`src/rtl/bw_pkg.sv`:
```
// Shared definitions for the sequential Baugh-Wooley multiplier:
// controller states, the correction constant K and a width helper.
package bw_pkg;

    typedef enum logic [1:0] {
        IDLE = 2'd0,
        RUN  = 2'd1,
        DONE = 2'd2
    } state_t;

    // Number of bits needed to count 0..value-1. Never returns less than 1.
    function automatic int clog2(input int value);
        int w;
        int v;
        w = 0;
        v = value - 1;
        while (v > 0) begin
            w = w + 1;
            v = v >> 1;
        end
        return (w < 1) ? 1 : w;
    endfunction

    // Baugh-Wooley correction constant. It is zero for unsigned operands.
    // The caller keeps only the low aw+bw bits, which reduces the result mod 2^(aw+bw).
    function automatic logic [63:0] bw_const(input int aw, input int bw, input logic sgn);
        logic [63:0] k;
        k = 64'd0;
        if (sgn) begin
            k = (64'd1 << (aw + bw - 1)) + (64'd1 << (aw - 1)) + (64'd1 << (bw - 1));
        end
        return k;
    endfunction

endpackage

```
`src/rtl/bw_pp_row.sv`:
```
// One partial-product row. Each bit is a[j] & b_bit. In signed mode the
// Baugh-Wooley inversions are applied: the MSB is inverted on ordinary rows,
// and every bit except the MSB is inverted on the last row.
module bw_pp_row
    import bw_pkg::*;
#(
    parameter int AW = 7
) (
    input  logic [AW-1:0] a_r,
    input  logic          b_bit,
    input  logic          last_row,
    input  logic          signed_mode,
    output logic [AW-1:0] row
);

    genvar gi;
    generate
        for (gi = 0; gi < AW; gi = gi + 1) begin : g_bit
            logic flip;
            // The MSB is inverted on every row except the last one. The other
            // bits are inverted only on the last row.
            assign flip    = signed_mode & ((gi == AW - 1) ? ~last_row : last_row);
            assign row[gi] = (a_r[gi] & b_bit) ^ flip;
        end
    endgenerate

endmodule

```
`src/rtl/bw_seq_mult.sv`:
```
// Iterative Baugh-Wooley multiplier. The accumulator is seeded with K, one
// shifted partial-product row is added per clock, and done pulses once per
// operation. The product register p holds its value until the next done.
module bw_seq_mult
    import bw_pkg::*;
#(
    parameter int AW = 7,
    parameter int BW = 5
) (
    input  logic             clk,
    input  logic             rst_n,
    input  logic             start,
    input  logic             signed_mode,
    input  logic [AW-1:0]    a,
    input  logic [BW-1:0]    b,
    output logic             in_ready,
    output logic             busy,
    output logic             done,
    output logic [AW+BW-1:0] p
);

    localparam int              PW       = AW + BW;
    localparam int              CW       = clog2(BW);
    localparam logic [63:0]     K_SIGNED = bw_const(AW, BW, 1'b1);
    localparam logic [CW-1:0]   LAST     = CW'(BW - 1);

    state_t          state;
    state_t          state_next;
    logic [AW-1:0]   a_r;
    logic [BW-1:0]   b_r;
    logic            mode_r;
    logic [PW-1:0]   acc;
    logic [PW-1:0]   acc_next;
    logic [CW-1:0]   cnt;
    logic [AW-1:0]   row;
    logic [PW-1:0]   row_ext;
    logic            last_row;

    assign last_row = (cnt == LAST);
    assign row_ext  = {{BW{1'b0}}, row};

    bw_pp_row #(.AW(AW)) u_row (
        .a_r         (a_r),
        .b_bit       (b_r[cnt]),
        .last_row    (last_row),
        .signed_mode (mode_r),
        .row         (row)
    );

    // Accumulator update. The carry out of the MSB is dropped.
    always_comb begin
        acc_next = acc + (row_ext << cnt);
    end

    // Next-state logic and status outputs, all decoded from the state.
    always_comb begin
        state_next = state;
        in_ready   = 1'b0;
        busy       = 1'b0;
        done       = 1'b0;
        case (state)
            IDLE: begin
                in_ready = 1'b1;
                if (start) state_next = RUN;
            end
            RUN: begin
                busy = 1'b1;
                if (last_row) state_next = DONE;
            end
            DONE: begin
                done       = 1'b1;
                state_next = IDLE;
            end
            default: state_next = IDLE;
        endcase
    end

    // State register.
    always_ff @(posedge clk or negedge rst_n) begin
        if (!rst_n) state <= IDLE;
        else        state <= state_next;
    end

    // Datapath: capture operands in IDLE, accumulate rows in RUN, publish p on the last row.
    always_ff @(posedge clk or negedge rst_n) begin
        if (!rst_n) begin
            a_r    <= '0;
            b_r    <= '0;
            mode_r <= 1'b0;
            acc    <= '0;
            cnt    <= '0;
            p      <= '0;
        end else begin
            if (state == IDLE && start) begin
                a_r    <= a;
                b_r    <= b;
                mode_r <= signed_mode;
                acc    <= signed_mode ? K_SIGNED[PW-1:0] : '0;
                cnt    <= '0;
            end else if (state == RUN) begin
                acc <= acc_next;
                cnt <= cnt + 1'b1;
                if (last_row) p <= acc_next;
            end
        end
    end

endmodule

```
`config.mk`:
```
export PLATFORM = sky130hd
export DESIGN_NAME = bw_seq_mult
export DESIGN_NICKNAME = d
export VERILOG_FILES = /design/src/rtl/bw_pkg.sv /design/src/rtl/bw_pp_row.sv /design/src/rtl/bw_seq_mult.sv
export SDC_FILE = /design/constraint.sdc
export NUM_CORES = 1
export LEC_CHECK = 0
export ABC_AREA = 1
export ABC_CLOCK_PERIOD_IN_PS = 3800
export BUFFER_PORTS_ARGS = -buffer_cell sky130_fd_sc_hd__clkbuf_2
export CAP_MARGIN = 20
export CORE_AREA = 2 2 69 71
export CTS_BUF_LIST = sky130_fd_sc_hd__clkbuf_4
export CTS_CLUSTER_DIAMETER = 40
export CTS_CLUSTER_SIZE = 14
export DETAILED_ROUTE_END_ITERATION = 8
export DIE_AREA = 0 0 71 73
export PLACE_DENSITY = 0.79
export SLEW_MARGIN = 15
export SYNTH_ARGS = -nofsm -noshare
export SYNTH_HDL_FRONTEND = slang
export SYNTH_SLANG_ARGS = --single-unit
```
`constraint.sdc`:
```
create_clock -name clk -period 3.8 [get_ports clk]
set_clock_uncertainty 0.2 [all_clocks]
set_input_delay 0 -clock clk [delete_from_list [all_inputs] [get_ports clk]]
set_output_delay 0 -clock clk [all_outputs]
set_load 0.05 [all_outputs]
```
[Yosys cells after proc, flatten, opt, wreduce, memory -nomap -nowiden]
Cells that the tools add are included.
Word-level totals
  register bits after elaboration: 42
  latch bits: 0
  RAM bits: 0
  ROM bits: 0
  word-level logic and storage cells: 52
  memories kept: 0
Operators by class
  add/subtract/negate cells: 2
  multipliers: 0
  div/mod/pow operators: 0
  order comparisons: 1
  equality and inequality tests: 5
  shift operators: 1
  multiplexer cells: 13
  bitwise gates (word level): 18
  reductions and logical operators: 5
Operator list (number)
  2-to-1 mux 12 bit: 3
  adder 12 bit: 1
  << shifter 7 x 3 -> 12 bit: 1
  AND 1 bit: 9
  XOR 1 bit: 7
  2-to-1 mux 3 bit: 2
  < comparator 3 x 4 -> 1 bit, second input constant: 1
  2-to-1 mux 1 bit: 4
  2-to-1 mux 2 bit: 2
  one-hot mux 2 bit (2 select lines): 1
  adder 3 x 1 -> 3 bit, second input constant: 1
  binary-select mux 1 bit (select 3 bit): 1
  == test 3 bit, second input constant: 1
  AND reduction 3 bit: 1
  == test 2 x 1 -> 1 bit, second input constant: 1
  == test 2 bit, second input constant: 1
  logical NOT 2 bit: 1
  != test 2 x 1 -> 1 bit, second input constant: 1
  != test 2 bit, second input constant: 1
  inverter 1 bit: 2
  AND reduction 2 bit: 1
  nonzero test 2 bit: 1
  logical AND 1 bit: 1

[Depth between registers and ports, before layout]
  word-level depth: 8
  mapped depth: 24
  gate-level depth less buffers: 23

[Hierarchy]
From an unflattened synthesis, not the netlist that was laid out.
Unflattened totals
  cell total of the unflattened synthesis: 383
  area, all modules: 2731.4 µm²
Modules (own cells, without submodules)
  bw_seq_mult: times used 1, cells each 344, area each 2544.9 µm², seq. area each 1051.0 µm²
  bw_pp_row: times used 1, cells each 39, area each 186.4 µm², seq. area each 0.0 µm²

[Least setup slack after synthesis]
OpenSTA, ideal clock, no wires.
  path type: register to register
  from: reg cnt[1]
  to: reg acc[8]
  setup time: 0.133 ns
  data arrival time: 3.205 ns
  required time: 3.467 ns
  slack: 0.262 ns
  stages on the path, launching flop included: 19
  period minus slack after synthesis: 3.538 ns
  cells stage by stage: dfrtp_1 > buf_2 > inv_2 > clkbuf_1 > ha_1 > nand2_2 > nor2_4 > xor2_1 > mux2i_1 > mux2i_1 > nor2_1 > ha_1 > a21oi_1 > o21ai_0 > a21o_1 > a21o_1 > a21oi_1 > xor2_1 > o21ai_0
Between the ends
  word-level cells in the longest chain between the ends: 8
  elaborated cells between the ends (all ways): 24
  those cells by class: 1 x add/sub; 1 x eq/ne; 1 x shift; 4 x mux; 17 x bitwise
RTL lines
  start: declaration: line bw_seq_mult.sv:34  | logic [CW-1:0] cnt;
  start signal: assignment: line bw_seq_mult.sv:102  | cnt <= cnt + 1'b1;
  binary-select mux 1 bit (select 3 bit) or == test 3 bit (tied branches): line bw_seq_mult.sv:44, bw_seq_mult.sv:39
  2-to-1 mux 1 bit (not written as such) or inverter 1 bit (tied branches)
  AND 1 bit, on equally long branches: line bw_pp_row.sv:23, bw_pp_row.sv:22
  XOR 1 bit: line bw_pp_row.sv:23  | assign row[gi] = (a_r[gi] & b_bit) ^ flip;
  << shifter 7 x 3 -> 12 bit *: line bw_seq_mult.sv:52  | acc_next = acc + (row_ext << cnt);
  adder 12 bit *: line bw_seq_mult.sv:52
  2-to-1 mux 12 bit *: line bw_seq_mult.sv:100  | end else if (state == RUN) begin
  2-to-1 mux 12 bit *: line bw_seq_mult.sv:94  | if (state == IDLE && start) begin
  end signal: assignment: line bw_seq_mult.sv:98  | acc <= signed_mode ? K_SIGNED[PW-1:0] : '0;
  end signal: assignment: line bw_seq_mult.sv:101  | acc <= acc_next;
  end: declaration: line bw_seq_mult.sv:32  | logic [PW-1:0] acc;
Mark *: on every way between the ends. The rest lies on a longest branch, timed or not. The select of a mux whose other input is x is not followed.
A chain may end at the register's enable or synchronous reset.

[Final worst setup path]
  from: reg cnt[0]
  to: reg acc[8]
The elaborated chain is that of the path after synthesis.

==> results.tsv <==
metric	value	unit
Critical Path RT	3.83	ns
die width	71	um
fill count	372	
synth cell count leaders	nand2_1 (102), dfrtp_1 (42), o21ai_0 (30), inv_1 (20)	
Distinct cells, synth	36	
Setup-failing EPs final	0	
Slew headroom	64.4	%
synthesized area	2540	um2
Core Footprint	4540	um2
worst-margin pin slew	0.533	ns
H-tree depth	2	
Sum Neg Setup Slack	0	ns
iteration-0 DRC count of the detailed router	173	
crit path time final	3.57	ns
maxcap violations	0	
final critical-path share of the clock period	94.0	%
Worst-path clk slew	0.14	ns
ant diodes	0	
post-route ant nets	0	
Hold Crit Class	in -> reg	
DIE AREA	5180	um2
first drt pass iteration count	5	
CTS tree	built	
Seq/Total Area, Yosys	41.4	%
CP Class	reg -> reg	
top cell type's share of synthesized area	41.4	%
ranking of synthesized cells by area	dfrtp_1 (41%), nand2_1 (15%), ha_1 (6.4%), o21ai_0 (5.9%), xor2_1 (3.5%)	
CTS root buf	clkbuf_4	
synthesized netlist cell count	320	
global-route wire length before repair	9960	um
initial antenna violation count	0	
post-synth top area cell	dfrtp_1	
Total GRT Usage	24.4	%
routed vias/inst	5.40	
max-slew violation count	0	
Max Root-Sink Buffers	2	
f_max	0.280	GHz
Mean Syn Cell Area	7.93	um2
drc violations	0	
Critical Path Fanout Max	9	
synth-to-layout area growth	21.2	%
vias in the first global route	2176	
DP HPWL	4180	um
worst-skew pair later-pin latency	0.37	ns
DR WL/cell	14.0	um
num ports	31	
clock sinks	42	
crit path capture type	flop	
largest net degree at the start of global routing	43	
post-place instance area	2760	um2
GPL Wtd Cong	0.950	
Critical Path AT	3.61	ns
share of cells above drive strength 1	19.8	%
ys flop type	dfrtp_1	
Hold Fails Final Rpt	0	
grt ovf	0	
total wire length	6010	um
Num CTS Buffers	5	
ys async rst share	100	%
most common cell in the netlist	nand2_1	
total number of vias	2313	
Synthesized Nets	350	
Final Instance Area	3070	um2
starting density of the core	55.9	%
Ys Warns	0	
fin nets	403	
EDFF count, synth	0	
Startpoint Class	flop	
IO Port Bufs	30	
status	complete, no violations	
#FFs+latches synth	42	
row cnt	25	
Vert. Die Dim	73	um
==> worst max-delay path: stages (launching register included) <==
cell	delay, ns
dfrtp_1	0.43
inv_4	0.13
ha_1	0.17
nand2_2	0.11
nor2_4	0.16
buf_12	0.14
xor2_1	0.18
mux2i_1	0.12
mux2i_1	0.21
nor2_1	0.09
ha_1	0.35
a21oi_2	0.20
o21ai_0	0.14
a21o_1	0.20
a21o_1	0.16
a21oi_1	0.15
xor2_1	0.20
o21ai_0	0.10
==> area by class of cell <==
type / count / area [um2] / area share (%)
timing repair buffer: 55 / 408 / 13.3
clock inverter: 3 / 21.3 / 0.692
inverter: 25 / 96.3 / 3.14
multi-input combinational: 244 / 1390 / 45.3
tap: 54 / 67.6 / 2.20
sequential: 42 / 1050 / 34.2
clock buffer: 5 / 37.5 / 1.22
==> final timing paths <==
kind | end | cells past startpoint | slack (ns) | start
setup / recovery | acc[8]$_DFFE_PN0P_ | 17 | 0.23 | cnt[0]$_DFFE_PN0P_
max in group asynchronous | a_r[6]$_DFFE_PN0P_ | 4 | 2.41 | rst_n
setup reg to reg | acc[8]$_DFFE_PN0P_ | 17 | 0.23 | cnt[0]$_DFFE_PN0P_
hold / removal | a_r[4]$_DFFE_PN0P_ | 4 | 0.01 | start
hold reg to reg | a_r[1]$_DFFE_PN0P_ | 2 | 0.30 | a_r[1]$_DFFE_PN0P_
min in group asynchronous | p[0]$_DFFE_PN0P_ | 3 | 0.49 | rst_n
==> per-layer routing <==
metal | wire length (um) | track usage, % | part of all wire (%) | vias to the layer above
met1 | 2560 | 31.3 | 43 | 1068
met3 | 278 | 4.97 | 4.6 | 11
met2 | 3070 | 41.8 | 51 | 76
li1 | - | - | - | 1158
met4 | 93 | 7.34 | 1.5 | 0
met5 | 0 | 0 | 0 | -
==> sequential cells by signal (all words and copies together), names as in the netlist <==
name and flops:
state 2, b_r 5, a_r 7, mode_r 1, acc 12, cnt 3, p 12
==> kinds of logic (layout without fill, tap and decap cells) <==
| kind of cell | after synthesis | count (layout) | share of synthesized area [%] |
|---|---|---|---|
| muxes | 4 | 4 | 1.58 |
| DFF | 42 | 42 | 41.4 |
| and+or+nand+nor | 153 | 153 | 26.7 |
| adders and majority gates | 14 | 14 | 7.20 |
| AOI/OAI and AO/OA | 61 | 61 | 13.6 |
| buffers and inverters | 34 | 88 | 5.38 |
| xor gates and xnor gates | 12 | 12 | 4.14 |
==> placed cells by master, fill, tap and decap left out, types with 2 or more instances in the layout <==
cell           netlist  layout
mux2i_1              4       3
o21ai_1              3       6
a2bb2oi_1            2       2
nand3_1             16      16
ha_1                13      13
o21ai_0             30      27
xor2_2               0       3
a21o_1               3       3
inv_1               20      20
nand3_2              6       6
nor2_1              16      16
clkbuf_4             0       5
nand4_1              3       3
a21oi_2              1       2
xor2_1              10       7
nand2_1            102     102
buf_4                0       8
nand2_2              3       3
xnor2_1              2       2
o22ai_1              3       3
clkbuf_2             0      30
inv_2                3       2
dlygate4sd3_1        0      15
dfrtp_1             42      42
nor3_1               2       2
a21oi_1             12      11
a31oi_2              0       2
clkinv_1             2       2
==> through the flow <==
stage / worst slack [ns] / instances / hold WS (ns) / utilization [%]
after detailed placement: 0.219 / 402 / -0.00141 / 60.9
after global placement: 0.263 / 402 / -0.00685 / 60.9
final: 0.226 / 428 / 0.0105 / 67.8
after floorplan: 0.262 / 320 / -0.496 / -
after CTS: 0.178 / 424 / 0.0127 / 65.3
after global routing: -0.0398 / 428 / 0.0833 / 67.8
==> repair_timing <==
item | in CTS | in global routing
setup endpoints to repair | 0 | 7
hold endpoints to repair | 58 | 18
setup buffers | 0 | 2
hold buffers | 14 | 1
resized for setup | 0 | 11
Power is not shown: default switching activity piles up to over one toggle a cycle in this logic, so the estimate is an artifact.
